### config.mk
export PLATFORM = sky130hd
export DESIGN_NAME = pipeline_ctrl
export DESIGN_NICKNAME = d
export VERILOG_FILES = /design/src/rtl/pipe_ctrl_pkg.sv /design/src/rtl/hazard_detect.sv /design/src/rtl/pipeline_ctrl.sv
export SDC_FILE = /design/constraint.sdc
export NUM_CORES = 1
export LEC_CHECK = 0
export BUFFER_PORTS_ARGS = -buffer_cell sky130_fd_sc_hd__buf_4
export CAP_MARGIN = 30
export CORE_MARGIN = 2
export CORE_UTILIZATION = 33
export CTS_BUF_LIST = sky130_fd_sc_hd__clkbuf_4 sky130_fd_sc_hd__clkbuf_8
export DETAILED_ROUTE_END_ITERATION = 6
export PLACE_DENSITY = 0.65
export SLEW_MARGIN = 10
export SYNTH_ARGS = -nofsm -noshare
export SYNTH_HDL_FRONTEND = slang
export SYNTH_SLANG_ARGS = --single-unit
### constraint.sdc
create_clock -name i_clk -period 2.2 [get_ports i_clk]
set_input_delay 0.44 -clock i_clk [delete_from_list [all_inputs] [get_ports i_clk]]
set_output_delay 0.44 -clock i_clk [all_outputs]
set_load 0.05 [all_outputs]
### src/rtl/pipe_ctrl_pkg.sv
// Shared definitions for the pipeline stall/flush sequencer.
package pipe_ctrl_pkg;

    localparam int CNT_W_DEF = 32;

    typedef enum logic [1:0] {
        ST_RUN       = 2'd0,
        ST_DMEM_WAIT = 2'd1,
        ST_HALT      = 2'd2
    } state_e;

endpackage

### src/rtl/hazard_detect.sv
// Load-use hazard compare between the load in EX and the sources read in ID.
module hazard_detect
    import pipe_ctrl_pkg::*;
(
    input  logic [4:0] i_id_rs1_addr,
    input  logic [4:0] i_id_rs2_addr,
    input  logic       i_id_rs1_used,
    input  logic       i_id_rs2_used,
    input  logic       i_ex_valid,
    input  logic       i_ex_mem_read,
    input  logic [4:0] i_ex_rd_addr,
    output logic       o_load_use
);

    logic rs1_hit;
    logic rs2_hit;

    assign rs1_hit    = i_id_rs1_used & (i_id_rs1_addr == i_ex_rd_addr);
    assign rs2_hit    = i_id_rs2_used & (i_id_rs2_addr == i_ex_rd_addr);
    // x0 is never written, so a load targeting it cannot create a hazard
    assign o_load_use = i_ex_valid & i_ex_mem_read & (i_ex_rd_addr != 5'd0) & (rs1_hit | rs2_hit);

endmodule

### src/rtl/pipeline_ctrl.sv
// Stall/flush sequencer for the 5-stage pipeline with saturating stall counter.
module pipeline_ctrl
    import pipe_ctrl_pkg::*;
#(
    parameter int CNT_W = CNT_W_DEF
) (
    input  logic             i_clk,
    input  logic             i_rst,
    input  logic [4:0]       i_id_rs1_addr,
    input  logic [4:0]       i_id_rs2_addr,
    input  logic             i_id_rs1_used,
    input  logic             i_id_rs2_used,
    input  logic             i_ex_valid,
    input  logic             i_ex_mem_read,
    input  logic [4:0]       i_ex_rd_addr,
    input  logic             i_ex_redirect,
    input  logic             i_imem_ready,
    input  logic             i_mem_valid,
    input  logic             i_mem_access,
    input  logic             i_dmem_ready,
    input  logic             i_wb_valid,
    input  logic             i_wb_halt,
    output logic             o_pc_en,
    output logic             o_pc_redirect,
    output logic             o_if_id_en,
    output logic             o_if_id_flush,
    output logic             o_id_ex_en,
    output logic             o_id_ex_flush,
    output logic             o_ex_mem_en,
    output logic             o_ex_mem_flush,
    output logic             o_mem_wb_en,
    output logic             o_mem_wb_flush,
    output logic             o_dmem_req,
    output logic             o_halted,
    output logic [CNT_W-1:0] o_stall_cycles
);

    state_e           state_q, state_d;
    logic [CNT_W-1:0] stall_cnt_q, stall_cnt_d;
    logic             load_use;
    logic             mem_busy;

    hazard_detect u_hazard_detect (
        .i_id_rs1_addr (i_id_rs1_addr),
        .i_id_rs2_addr (i_id_rs2_addr),
        .i_id_rs1_used (i_id_rs1_used),
        .i_id_rs2_used (i_id_rs2_used),
        .i_ex_valid    (i_ex_valid),
        .i_ex_mem_read (i_ex_mem_read),
        .i_ex_rd_addr  (i_ex_rd_addr),
        .o_load_use    (load_use)
    );

    assign mem_busy = i_mem_valid & i_mem_access;

    always_ff @(posedge i_clk) begin
        if (i_rst) begin
            state_q     <= ST_RUN;
            stall_cnt_q <= '0;
        end else begin
            state_q     <= state_d;
            stall_cnt_q <= stall_cnt_d;
        end
    end

    always_comb begin
        state_d        = state_q;
        o_pc_en        = 1'b1;
        o_pc_redirect  = 1'b0;
        o_if_id_en     = 1'b1;
        o_if_id_flush  = 1'b0;
        o_id_ex_en     = 1'b1;
        o_id_ex_flush  = 1'b0;
        o_ex_mem_en    = 1'b1;
        o_ex_mem_flush = 1'b0;
        o_mem_wb_en    = 1'b1;
        o_mem_wb_flush = 1'b0;
        o_dmem_req     = 1'b0;

        if (i_rst) begin
            state_d        = ST_RUN;
            o_pc_en        = 1'b0;
            o_if_id_en     = 1'b0;
            o_id_ex_en     = 1'b0;
            o_ex_mem_en    = 1'b0;
            o_mem_wb_en    = 1'b0;
            o_if_id_flush  = 1'b1;
            o_id_ex_flush  = 1'b1;
            o_ex_mem_flush = 1'b1;
            o_mem_wb_flush = 1'b1;
        end else if (state_q == ST_HALT || (i_wb_valid & i_wb_halt)) begin
            // Retiring halt abandons any outstanding data access
            state_d     = ST_HALT;
            o_pc_en     = 1'b0;
            o_if_id_en  = 1'b0;
            o_id_ex_en  = 1'b0;
            o_ex_mem_en = 1'b0;
            o_mem_wb_en = 1'b0;
        end else begin
            o_dmem_req = mem_busy;
            if (mem_busy & ~i_dmem_ready) begin
                // EX is frozen, so a pending redirect is seen again on release
                state_d        = ST_DMEM_WAIT;
                o_pc_en        = 1'b0;
                o_if_id_en     = 1'b0;
                o_id_ex_en     = 1'b0;
                o_ex_mem_en    = 1'b0;
                o_mem_wb_flush = 1'b1;
            end else begin
                state_d = ST_RUN;
                if (i_ex_redirect) begin
                    o_pc_redirect = 1'b1;
                    o_if_id_flush = 1'b1;
                    o_id_ex_flush = 1'b1;
                end else if (load_use) begin
                    o_pc_en       = 1'b0;
                    o_if_id_en    = 1'b0;
                    o_id_ex_flush = 1'b1;
                end else if (~i_imem_ready) begin
                    o_pc_en       = 1'b0;
                    o_if_id_flush = 1'b1;
                end
            end
        end
    end

    always_comb begin
        stall_cnt_d = stall_cnt_q;
        if (~o_pc_en && state_q != ST_HALT && stall_cnt_q != {CNT_W{1'b1}}) begin
            stall_cnt_d = stall_cnt_q + {{(CNT_W-1){1'b0}}, 1'b1};
        end
    end

    assign o_halted       = (state_q == ST_HALT) & ~i_rst;
    assign o_stall_cycles = stall_cnt_q;

endmodule

Yosys cells after proc, flatten, opt, wreduce, memory -nomap -nowiden

Cells that the tools add are included.

Register bits: 34
Input bits: 28
Output and inout port bits: 44
Logic and storage cells: 66

Add/sub/neg operators: 1
Eq/ne operators: 5
Mux-type cells: 39
Bitwise gates (word level): 13
Reduce and logical (&&, ||, !) cells: 5

Operators with widths:

| kind                  | number |
|---|---|
| $mux 1                | 38 |
| $add 32x1->32 const B | 1 |
| $ne 32x32->1 const B  | 1 |
| $eq 5x5->1            | 2 |
| $and 1x1->1           | 9 |
| $reduce_bool 5->1     | 1 |
| $not 1->1             | 3 |
| $eq 2x2->1 const B    | 1 |
| $logic_and 1x1->1     | 2 |
| $mux 2                | 1 |
| $ne 2x2->1 const B    | 1 |
| $reduce_or 2->1       | 1 |
| $logic_or 1x1->1      | 1 |
| $or 1x1->1            | 1 |

Longest topological paths before layout

Depth after elaboration: 12
Depth in mapped cells: 9
Gate-level depth less buffers: 7

Hierarchy

From an unflattened synthesis, not the netlist that was laid out.

Cell total of the unflattened synthesis: 256
Area total of the unflattened synthesis: 2144.6 um^2

Modules (own cells, without submodules):

| module        | instances | cells an instance | area each (um^2) | seq. area each (um^2) |
|---|---|---|---|---|
| pipeline_ctrl | 1         | 239               | 2009.4           | 680.7 |
| hazard_detect | 1         | 17                | 135.1            | 0.0 |

Worst setup path before layout

Ideal clock, no wire load.

Kind: input to output
Start point: input i_rst
End point: output o_pc_en
Arrival: 2697 ps
Data required time: 1760 ps
Setup slack: -937 ps
Cell stages on the path: 3
Buffers on the path: 1
Cells stage by stage: clkbuf_1 -> nor3_1 -> nor2b_1

Cells in the longest elaborated chain, start to end: 1

Ends and longest elaborated chain:

| item               | RTL line            | text |
|---|---|---|
| start: declaration | pipeline_ctrl.sv:8  | `input logic i_rst,` |
| $mux 1             | pipeline_ctrl.sv:80 | `if (i_rst) begin` |
| end: declaration   | pipeline_ctrl.sv:23 | `output logic o_pc_en,` |

No other way between the ends.

Final worst setup path

Start point: input i_ex_rd_addr[1]
End point: output o_id_ex_flush

Cells in the longest elaborated chain, start to end: 9
Elaborated cells on any way between the ends: 13
Classes of those cells: eq/ne: 2; mux: 5; bitwise: 5; reduce/logical: 1

Ends and longest elaborated chain:

| item                                  | RTL line                                 | text |
|---|---|---|
| start: declaration                    | pipeline_ctrl.sv:15                      | `input logic [4:0] i_ex_rd_addr,` |
| $eq 5x5->1, on equally long branches  | hazard_detect.sv:18, hazard_detect.sv:19 |  |
| $and 1x1->1, on equally long branches | hazard_detect.sv:18, hazard_detect.sv:19 |  |
| $or 1x1->1                            | hazard_detect.sv:21                      | `assign o_load_use = i_ex_valid & i_ex_mem_read & (i_ex_rd_addr != 5'd0) & (rs1_hit \| rs2_hit);` |
| $and 1x1->1 (*)                       | hazard_detect.sv:21                      |  |
| $mux 1 (*)                            | pipeline_ctrl.sv:115                     | `end else if (load_use) begin` |
| $mux 1 (*)                            | pipeline_ctrl.sv:111                     | `if (i_ex_redirect) begin` |
| $mux 1 (*)                            | pipeline_ctrl.sv:101                     | `if (mem_busy & ~i_dmem_ready) begin` |
| $mux 1 (*)                            | pipeline_ctrl.sv:91                      | `end else if (state_q == ST_HALT \|\| (i_wb_valid & i_wb_halt)) begin` |
| $mux 1 (*)                            | pipeline_ctrl.sv:80                      |  |
| end: declaration                      | pipeline_ctrl.sv:28                      | `output logic o_id_ex_flush,` |

Every way passes the cells marked *; elsewhere a longest branch is shown, timed or not.

==> results.tsv <==
metric	value	unit
CP Data Arrival Time	1.77	ns
fin area	3180	µm²
flops & latches, synth	34	
worst skew pair latency	0.28	ns
clock slew at reported path FFs	0.07	ns
Final nets	371	
largest net degree at the start of global routing	32	
share of cells above drive strength 1	0.455	
H-tree level count	2	
post-synthesis sequential area ratio	0.324	
Die ar.	7020	µm²
Slew Limit Fails	0	
Die Span X	83.8	µm
Initial Utilization	0.337	
vias in the first global route	2041	
core area	6240	µm²
Distinct cells, synth	46	
row cnt	29	
final worst setup slack	-0.00695	ns
WP data required	1.76	ns
RSZ-0062 raised after global routing	yes	
First-pass DRT Iterations	4	
CP startpoint kind	primary input	
# DRC	0	
achievable frequency	0.453	GHz
clk root buf	clkbuf_8	
gpl congestion	0.838	
Tightest Pin Transition	0.553	ns
grt total ovfl	0	
pwr dens	450	nW/µm²
Slew headroom	0.628	
diode count	0	
initial DRC count	103	
status	complete, but fails checks	
post-placement cell area	2860	µm²
first-pass GRT wire length	9.19	mm
Port Buffers	71	
Syn-to-layout area delta	51.2	%
vias	2327	
final WL	5.91	mm
synthesized area	2100	µm²
Tot Pwr	1.43	mW
max-cap viol count	0	
Antenna Violating Nets Remaining	0	
Max VDD drop	0.000229	V
final core utilization	0.509	
Avg WL per Cell	14.1	µm
Final Setup Violations	1	
top-level port count	72	
TritonCTS clock tree	built	
GRT Total Usage	0.154	
worst reg2reg path depth	8	
setup TNS	-0.00695	ns
vias per std cell	5.54	
Die Span Y	83.8	µm
Longest Clk Path Bufs	2	
initial antenna violation count	0	
kind of critical path	primary input to primary output	
crit share post-route	1.00	
Net Count, Synth	282	
hold crit path type	primary input to register	
Yosys warning count	0	
leakage	1.24	nW
CTS sink cnt	34	
failing checks	setup timing	
dpl hpwl	4.03	mm
endpoint class of the critical path	primary output	
WHS	0.333	ns
Min-Delay Path Depth	2	
final worst path period need	2.21	ns
Num CTS Buffers	5	
Worst Path Max Fanout	3	
instance count of the mapped netlist	253	
Hold Vio Cnt, Final	0	
Syn Area/Cell	8.30	µm²
final clock skew	0.00352	ns
## kinds of logic after synthesis
family                     Yosys count  share of synthesized area
AOI/OAI and AO/OA                   62                      0.188
xor gates and xnor gates            10                     0.0417
adders and majority gates            1                    0.00595
buffers and inverters               21                     0.0530
DFF                                 34                      0.324
muxes                                7                     0.0411
and+or+nand+nor                    118                      0.346
## worst max-delay path: stages
cell	delay [ns]
buf_8	0.10
or3_1	0.37
o311a_4	0.34
nand2_4	0.08
a21oi_2	0.05
or2_4	0.23
buf_8	0.15
## power breakdown
part / internal (mW) / switching (mW)
Sequential: 0.623 / 0.00999
Combinational: 0.147 / 0.194
Clock: 0.230 / 0.225
Total: 1.00 / 0.429
## state kept, by name, summed over array words and instances (netlist names)
signal          flops
state_q             2
o_stall_cycles     32
## layout by cell type (no fill, tap or decap), types with 7 or more instances in the layout
cell / count
or4_1: 21
nor2_1: 16
buf_4: 86
nand3_1: 10
dfxtp_2: 18
xnor2_1: 7
nand2_1: 16
buf_6: 7
dfxtp_1: 14
o31ai_1: 22
nand4_1: 11
nor2b_1: 7
a21oi_1: 26
## synthesized netlist by cell type (all sizes together)
cell	n	area share
xnor2	10	0.042
or2	2	0.0071
nor4b	2	0.0083
o22ai	1	0.0030
nor4	6	0.025
nor2b	8	0.024
a21oi	29	0.069
o21a	1	0.0036
o31a	1	0.0042
or4	21	0.075
or3b	1	0.0042
and2	1	0.0030
nand3	13	0.038
nand2b	1	0.0030
nand2	17	0.030
o21ai	3	0.0071
dfxtp	34	0.32
o311a	1	0.0048
inv	3	0.0054
clkbuf	6	0.011
nand3b	1	0.0036
or4b	1	0.0048
nor3b	2	0.0071
nor3	4	0.012
ha	1	0.0060
or3	3	0.0089
buf	12	0.037
mux2	7	0.041
o31ai	22	0.079
o21bai	2	0.0071
a31oi	1	0.0030
and3	2	0.0060
and4	4	0.017
nand4	12	0.039
nor2	17	0.030
a41oi	1	0.0077
## layer usage
metal	wire, µm	global-route usage	part of all wire	vias to the layer above
li1	-	-	-	1153
met1	2630	0.203	0.44	1098
met2	2850	0.251	0.48	65
met3	332	0.0366	0.056	11
met4	105	0.0484	0.018	0
met5	0	0	0	-
## final cells by class
type	instances	area, µm²
fillers	600	3060
multi-input cells	198	1460
repair buffers	100	815
flip-flops and latches	34	711
well taps	77	96.3
clock buffers	6	76.3
inverters	3	11.3
clock inverters	2	8.76
## path summary, 6_finish.rpt
check	endpoint	from	slack (ns)
worst max-delay path	o_id_ex_flush	i_ex_rd_addr[1]	-0.007
worst min-delay path	state_q[0]	i_dmem_ready	0.33
worst max register to register	o_stall_cycles[7]	o_stall_cycles[0]	0.14
worst min register to register	o_stall_cycles[22]	o_stall_cycles[22]	0.48
## through the flow
| stage | cells | worst slack (ns) |
|---|---|---|
| after floorplan | 253 | -0.0119 |
| after global routing | 420 | -0.0316 |
| final | 420 | -0.00695 |
| after detailed placement | 402 | -0.172 |
| after global placement | 402 | -0.157 |
| after CTS | 412 | -0.0799 |
## what timing repair did
item / in CTS / in global routing
pin swaps: 8 / 13
endpoints found under the hold margin: 0 / 0
setup endpoints to repair: 4 / 12
buffers inserted: 2 / 6
hold buffers: 0 / 0
gates cloned: 0 / 2
resized for setup: 15 / 18
(Power assumes the default switching activity.)
